--- src/rtl/icache_refill_pkg.sv ---
// ---------------------------------------------------------------------------
// icache_refill_pkg
//   Shared cache constants and types: refill FSM state encoding, bus read
//   type for a whole-line transfer, line geometry and a slot decode helper.
// ---------------------------------------------------------------------------
package icache_refill_pkg;

    localparam int unsigned LINE_WORDS = 4;
    localparam int unsigned WORD_W     = 32;
    localparam int unsigned LINE_W     = LINE_WORDS * WORD_W;
    localparam int unsigned ADDR_W     = 32;
    localparam int unsigned OFFSET_W   = 4;   // byte offset within a 16-byte line

    // Bus read type requesting a whole 16-byte line.
    localparam logic [2:0] RD_TYPE_LINE = 3'b100;

    typedef enum logic [1:0] {
        ST_IDLE = 2'd0,
        ST_REQ  = 2'd1,
        ST_RECV = 2'd2,
        ST_DONE = 2'd3
    } refill_state_e;

    typedef logic [$clog2(LINE_WORDS)-1:0] beat_cnt_t;

    localparam beat_cnt_t LAST_BEAT = beat_cnt_t'(LINE_WORDS - 1);

    // One-hot write enable for the word slot addressed by the beat counter.
    function automatic logic [LINE_WORDS-1:0] slot_onehot(input beat_cnt_t idx);
        slot_onehot      = '0;
        slot_onehot[idx] = 1'b1;
    endfunction

endpackage

--- src/rtl/icache_refill_word_reg.sv ---
// ---------------------------------------------------------------------------
// icache_refill_word_reg
//   One 32-bit word slot of the refill line buffer.
//   Ports:
//     clk  - clock
//     rst  - synchronous active-high reset, clears the word
//     clr  - synchronous clear (start of a new refill)
//     we   - write enable, loads d
//     d    - write data
//     q    - stored word
//   Priority: rst > clr > we.
// ---------------------------------------------------------------------------
module icache_refill_word_reg
    import icache_refill_pkg::*;
(
    input  logic              clk,
    input  logic              rst,
    input  logic              clr,
    input  logic              we,
    input  logic [WORD_W-1:0] d,
    output logic [WORD_W-1:0] q
);

    logic [WORD_W-1:0] word_q;

    always_ff @(posedge clk) begin
        if (rst || clr) begin
            word_q <= '0;
        end else if (we) begin
            word_q <= d;
        end
    end

    assign q = word_q;

endmodule

--- src/rtl/icache_refill.sv ---
// ---------------------------------------------------------------------------
// icache_refill
//   Instruction-cache line refill engine. On a miss it issues one bus read
//   for the 16-byte line, assembles the returned 32-bit beats into a 128-bit
//   line and pulses line_valid (with refill_err on a malformed burst).
//   Ports:
//     clk          - clock, all state changes on rising edge
//     rst          - synchronous active-high reset (highest priority)
//     refill_req   - miss request, only sampled in IDLE
//     refill_addr  - miss address, bits [3:0] ignored
//     busy         - high whenever not IDLE
//     rd_req       - bus read request (registered)
//     rd_type      - bus read type, constant whole-line
//     rd_addr      - line-aligned read address
//     rd_rdy       - bus accepts the request
//     ret_valid    - return beat valid
//     ret_last     - final return beat
//     ret_data     - return beat data
//     line_data    - assembled line, word n in bits [32n+31:32n]
//     line_valid   - one-cycle pulse, line_data complete
//     refill_err   - one-cycle pulse with line_valid on wrong beat count
// ---------------------------------------------------------------------------
module icache_refill
    import icache_refill_pkg::*;
(
    input  logic              clk,
    input  logic              rst,
    input  logic              refill_req,
    input  logic [ADDR_W-1:0] refill_addr,
    output logic              busy,
    output logic              rd_req,
    output logic [2:0]        rd_type,
    output logic [ADDR_W-1:0] rd_addr,
    input  logic              rd_rdy,
    input  logic              ret_valid,
    input  logic              ret_last,
    input  logic [WORD_W-1:0] ret_data,
    output logic [LINE_W-1:0] line_data,
    output logic              line_valid,
    output logic              refill_err
);

    refill_state_e              state_q, state_d;
    beat_cnt_t                  beat_cnt_q, beat_cnt_d;
    logic [ADDR_W-OFFSET_W-1:0] line_addr_q, line_addr_d;
    logic                       err_q, err_d;

    logic                       busy_q;
    logic                       rd_req_q;
    logic                       line_valid_q;
    logic                       refill_err_q;

    logic                       clr_line;
    logic [LINE_WORDS-1:0]      slot_we;

    // Byte offset within the line is irrelevant to a whole-line read.
    logic                       unused_offset_bits;
    assign unused_offset_bits = ^refill_addr[OFFSET_W-1:0];

    // -----------------------------------------------------------------------
    // Next-state / datapath control
    // -----------------------------------------------------------------------
    always_comb begin
        state_d     = state_q;
        beat_cnt_d  = beat_cnt_q;
        line_addr_d = line_addr_q;
        err_d       = err_q;
        clr_line    = 1'b0;
        slot_we     = '0;

        unique case (state_q)
            ST_IDLE: begin
                if (refill_req) begin
                    state_d     = ST_REQ;
                    line_addr_d = refill_addr[ADDR_W-1:OFFSET_W];
                    beat_cnt_d  = '0;
                    err_d       = 1'b0;
                    clr_line    = 1'b1;
                end
            end

            ST_REQ: begin
                // rd_req is high throughout REQ, so rd_rdy alone completes
                // the handshake.
                if (rd_rdy) begin
                    state_d = ST_RECV;
                end
            end

            ST_RECV: begin
                if (ret_valid) begin
                    slot_we    = slot_onehot(beat_cnt_q);
                    beat_cnt_d = beat_cnt_q + 1'b1;
                    if (ret_last) begin
                        state_d = ST_DONE;
                        // Short burst: last beat arrived before the final slot.
                        if (beat_cnt_q != LAST_BEAT) begin
                            err_d = 1'b1;
                        end
                    end else if (beat_cnt_q == LAST_BEAT) begin
                        // Overlong burst: counter wraps and slot 0 is
                        // overwritten; remember it until DONE.
                        err_d = 1'b1;
                    end
                end
            end

            ST_DONE: begin
                state_d = ST_IDLE;
            end

            default: begin
                state_d = ST_IDLE;
            end
        endcase
    end

    // -----------------------------------------------------------------------
    // State and registered outputs
    // -----------------------------------------------------------------------
    always_ff @(posedge clk) begin
        if (rst) begin
            state_q      <= ST_IDLE;
            beat_cnt_q   <= '0;
            line_addr_q  <= '0;
            err_q        <= 1'b0;
            busy_q       <= 1'b0;
            rd_req_q     <= 1'b0;
            line_valid_q <= 1'b0;
            refill_err_q <= 1'b0;
        end else begin
            state_q      <= state_d;
            beat_cnt_q   <= beat_cnt_d;
            line_addr_q  <= line_addr_d;
            err_q        <= err_d;
            // Outputs are decoded from the next state so they are registered
            // yet line up with the state they describe.
            busy_q       <= (state_d != ST_IDLE);
            rd_req_q     <= (state_d == ST_REQ);
            line_valid_q <= (state_d == ST_DONE);
            refill_err_q <= (state_d == ST_DONE) && err_d;
        end
    end

    // -----------------------------------------------------------------------
    // Line buffer: one write-enabled register per word slot
    // -----------------------------------------------------------------------
    for (genvar i = 0; i < LINE_WORDS; i++) begin : g_slot
        logic [WORD_W-1:0] word;

        icache_refill_word_reg u_word (
            .clk (clk),
            .rst (rst),
            .clr (clr_line),
            .we  (slot_we[i]),
            .d   (ret_data),
            .q   (word)
        );

        assign line_data[i*WORD_W +: WORD_W] = word;
    end

    assign busy       = busy_q;
    assign rd_req     = rd_req_q;
    assign rd_type    = RD_TYPE_LINE;
    assign rd_addr    = {line_addr_q, {OFFSET_W{1'b0}}};
    assign line_valid = line_valid_q;
    assign refill_err = refill_err_q;

endmodule
--- config.mk ---
export PLATFORM = sky130hd
export DESIGN_NAME = icache_refill
export DESIGN_NICKNAME = d
export VERILOG_FILES = /design/src/rtl/icache_refill_pkg.sv /design/src/rtl/icache_refill_word_reg.sv /design/src/rtl/icache_refill.sv
export SDC_FILE = /design/constraint.sdc
export NUM_CORES = 1
export LEC_CHECK = 0
export ABC_AREA = 1
export CORE_MARGIN = 5
export CORE_UTILIZATION = 39
export CTS_CLUSTER_SIZE = 20
export DETAILED_ROUTE_END_ITERATION = 8
export PLACE_DENSITY = 0.76
export SLEW_MARGIN = 10
export SYNTH_ARGS = -nofsm -noshare
export SYNTH_HDL_FRONTEND = slang
export SYNTH_HIERARCHICAL = 1
export SYNTH_SLANG_ARGS = --single-unit
export TNS_END_PERCENT = 5
--- constraint.sdc ---
create_clock -name clk -period 1.3 [get_ports clk]
set_input_delay 0.26 -clock clk [delete_from_list [all_inputs] [get_ports clk]]
set_output_delay 0.26 -clock clk [all_outputs]
set_load 0.02 [all_outputs]
==> results.md <==
* Ports at 237
* DRT Pass-1 Iters at 5
* Synth Area in Compound Gates at 0.0244
* Total core area at 0.0173 sq mm
* H-tree levels at 4
* Sw power at 3.06 mW
* Post-synth top area share at 0.480
* Initial antenna violation count at 0
* Post-synth top cells: nor2_1 (320), nand2_1 (272), dfxtp_1 (165), inv_1 (140), buf_6 (30)
* Max-slew violation count at 0
* Final hold vios at 0
* Final Power at 12.7 mW
* Routing usage on met3 at 0.0713
* Layout cells sized above 1 at 0.244
* Clock root buffer: clkbuf_16
* GRT Residual Overflow at 0
* Overall die height at 143 um
* Failing checks: negative setup slack
* Routed vias/inst at 4.51
* Post-synth EDFFs at 0
* DRC Markers at 0
* Cells after DPL at 1433
* ANT cells at 0
* Largest net degree at the start of global routing at 51
* Final setup fails at 104
* Sequential area share after synthesis at 0.480
* DR iter-0 viols at 459
* Routed WL at 23.3 mm
* GR Util met2 at 0.333
* FP Rows at 48
* DP Worst Slack at -0.542 ns
* Top FF cell, synth: dfxtp_1
* Die W at 143 um
* Die area at 0.0204 sq mm
* Fin worst setup slack at -0.0741 ns
* Gpl congestion at 0.776
* Sequential share of power at 0.413
* Clk_lat worst skew at 0.42 ns
* RSZ-0062 raised after global routing: true
* Count leader, synth: nor2_1
* Largest cells by area after synthesis: dfxtp_1 (48%), nor2_1 (17%), nand2_1 (15%)
* Synth warn at 6
* # nets final at 1340
* Register bit count reported by yosys at 165
* Syn Area/Cell at 6.84 sq um
* Worst EP required at 1.62 ns
* Cell Pwr Density at 1240 mW/mm^2
* Post-Syn Area at 0.00688 sq mm
* Leading area contributor after synthesis: dfxtp_1
* Multiplexer area fraction after synthesis at 0
* ANT nets after route at 0
* F_max at 728 MHz
* GRT Resource Usage Total at 0.194
* Critical Path Slowest Stage Cell: clkdlybuf4s50_1
* Final Non-Filler Cells at 1504
* Status: complete, but fails checks
* CTS Sinks at 165
* GR peak layer: met2
* P_int at 9.60 mW
* Vias in the first global route at 6034
* WL/cell at 15.5 um
* Starting Density at 0.398
* Fin util at 0.588
* Simple-gate area share of the yosys netlist at 0.336
* CP Cell Sequence: clkdlybuf4s50_1 > buf_4 > nor2_4 > buf_12 > clkbuf_16 > nand2_1 > nor2_1
* HP Class: input pin to flop
* XOR/XNOR Fraction of Synth Area at 0
* Net Sw Frac at 0.242
* Adder-cell share of the synthesized area at 0.00727
* Crit path max-delay family: buffers and inverters
* Clk_skew at 0.00669 ns
* Cts hold-fix bufs at 0
* Mapped Cells at 1006
* Max clock buf depth at 2
* Startpoint Class: input pin
* Clock Pin Slew Worst Setup and Hold Paths at 0.06 ns
* Peak supply drop at 0.000867 V
* Final min period at 1.37 ns
* CP Data Arrival Time at 1.69 ns
* CTS tree: built
* Clock Power Share at 0.461
* Via count at 6785
* DPL Wire Length at 13.2 mm
* # port buffers at 225
* Number of max-cap violations at 0
* Crit. End Element: flop
* Max stage delay on crit path at 0.69 ns
* GR Util met1 at 0.228
* Period utilisation layout at 1.06
* Comb pwr share at 0.126
* Max Fanout on Critical Path at 6
* First-pass GRT wire length at 31.4 mm
* CTS Buf Count at 17
* Post-synth ARST share at 0
* CP Buf/Inv Count at 4
* Crit Path Category: input pin to flop
* Area growth, synth to finish at 47.9%
* Largest family of logic cells by synthesized area: simple AND/OR/NAND/NOR gates
* Library cells used by synthesis at 19
* Leakage at 4.94 nW
## kinds of logic after synthesis
| group | Yosys count |
|---|---|
| buffers and inverters | 197 |
| AND/OR/NAND/NOR | 605 |
| other | 2 |
| AO/OA/AOI/OAI | 33 |
| adder cells (fa/ha/maj) | 4 |
| flip-flops | 165 |
## worst min-delay path, cell delays in order
cell	delay [ns]
clkdlybuf4s50_1	0.39
o21ai_0	0.15
nor2_1	0.04
## routing by layer
layer | wire length [um] | vias to the layer above
met3 | 2040 | 17
met1 | 9730 | 3117
li1 | - | 3419
met4 | 248 | 0
met2 | 11300 | 232
met5 | 0 | -
## power groups by stage
stage	clock [mW]	combinational [mW]	sequential (mW)
6_report	5.84	1.59	5.23
5_1_grt	6.15	1.73	5.24
4_1_cts	5.93	1.43	5.23
3_5_place_dp	0	1.43	5.34
3_3_place_gp	0	1.42	5.34
2_1_floorplan	0	0.666	5.48
## state kept, by name (all words and copies together) (netlist names)
register and count:
err_q 1, state_q 2, refill_err 1, beat_cnt_q 2, line_addr_q 28, busy 1
g_slot.u_word/q 128, line_valid 1, rd_req 1
## cells in the final DEF, fill, tap and decap left out, types with 7 or more instances in the layout
master and count:
buf_6 11, buf_2 151, inv_1 137, nor2_1 308, buf_4 14, nor2_2 8, nand2_1 246, clkdlybuf4s15_2 9
buf_12 24, nand2_2 26, o21ai_0 27, clkdlybuf4s50_1 64, conb_1 7, nor2_4 10, dfxtp_1 161, clkbuf_16 32
## through the flow
stage	hold WS, ns	setup TNS, ns	cell area [sq um]
finish	0.455	-4.07	10200
detailed placement	0.463	-52.59	9300
global placement	0.455	-50.19	9300
CTS	0.441	-9.02	10100
global route	0.443	-12.33	10200
floorplan	0.329	0	6900
## path summary, 6_finish.rpt
path / start / end / slack [ns] / depth (start not counted)
worst max-delay path: rst / g_slot[3].u_word/q[12]$_SDFFE_PP0P_ / -0.07 / 7
worst min-delay path: refill_addr[23] / line_addr_q[19]$_SDFFE_PP0P_ / 0.46 / 3
worst max register to register: state_q[0]$_SDFF_PP0_ / g_slot[3].u_word/q[12]$_SDFFE_PP0P_ / -0.07 / 10
worst min register to register: g_slot[2].u_word/q[4]$_SDFFE_PP0P_ / g_slot[2].u_word/q[4]$_SDFFE_PP0P_ / 0.47 / 2
## what timing repair did
item	4_1_cts	5_1_grt
buffers inserted	7	13
endpoints found under the setup margin	288	248
gates resized for setup	555	169
pin swaps	3	16
cloned	5	19
## cell type report
class | count | area, sq um
clock buffers | 21 | 460
clock inverters | 11 | 223
fillers | 1646 | 7120
inverters | 141 | 539
multi-input cells | 650 | 2720
flip-flops and latches | 165 | 3310
well taps | 225 | 282
repair buffers | 291 | 2640
Note: power is estimated with default switching activity, not from simulation.
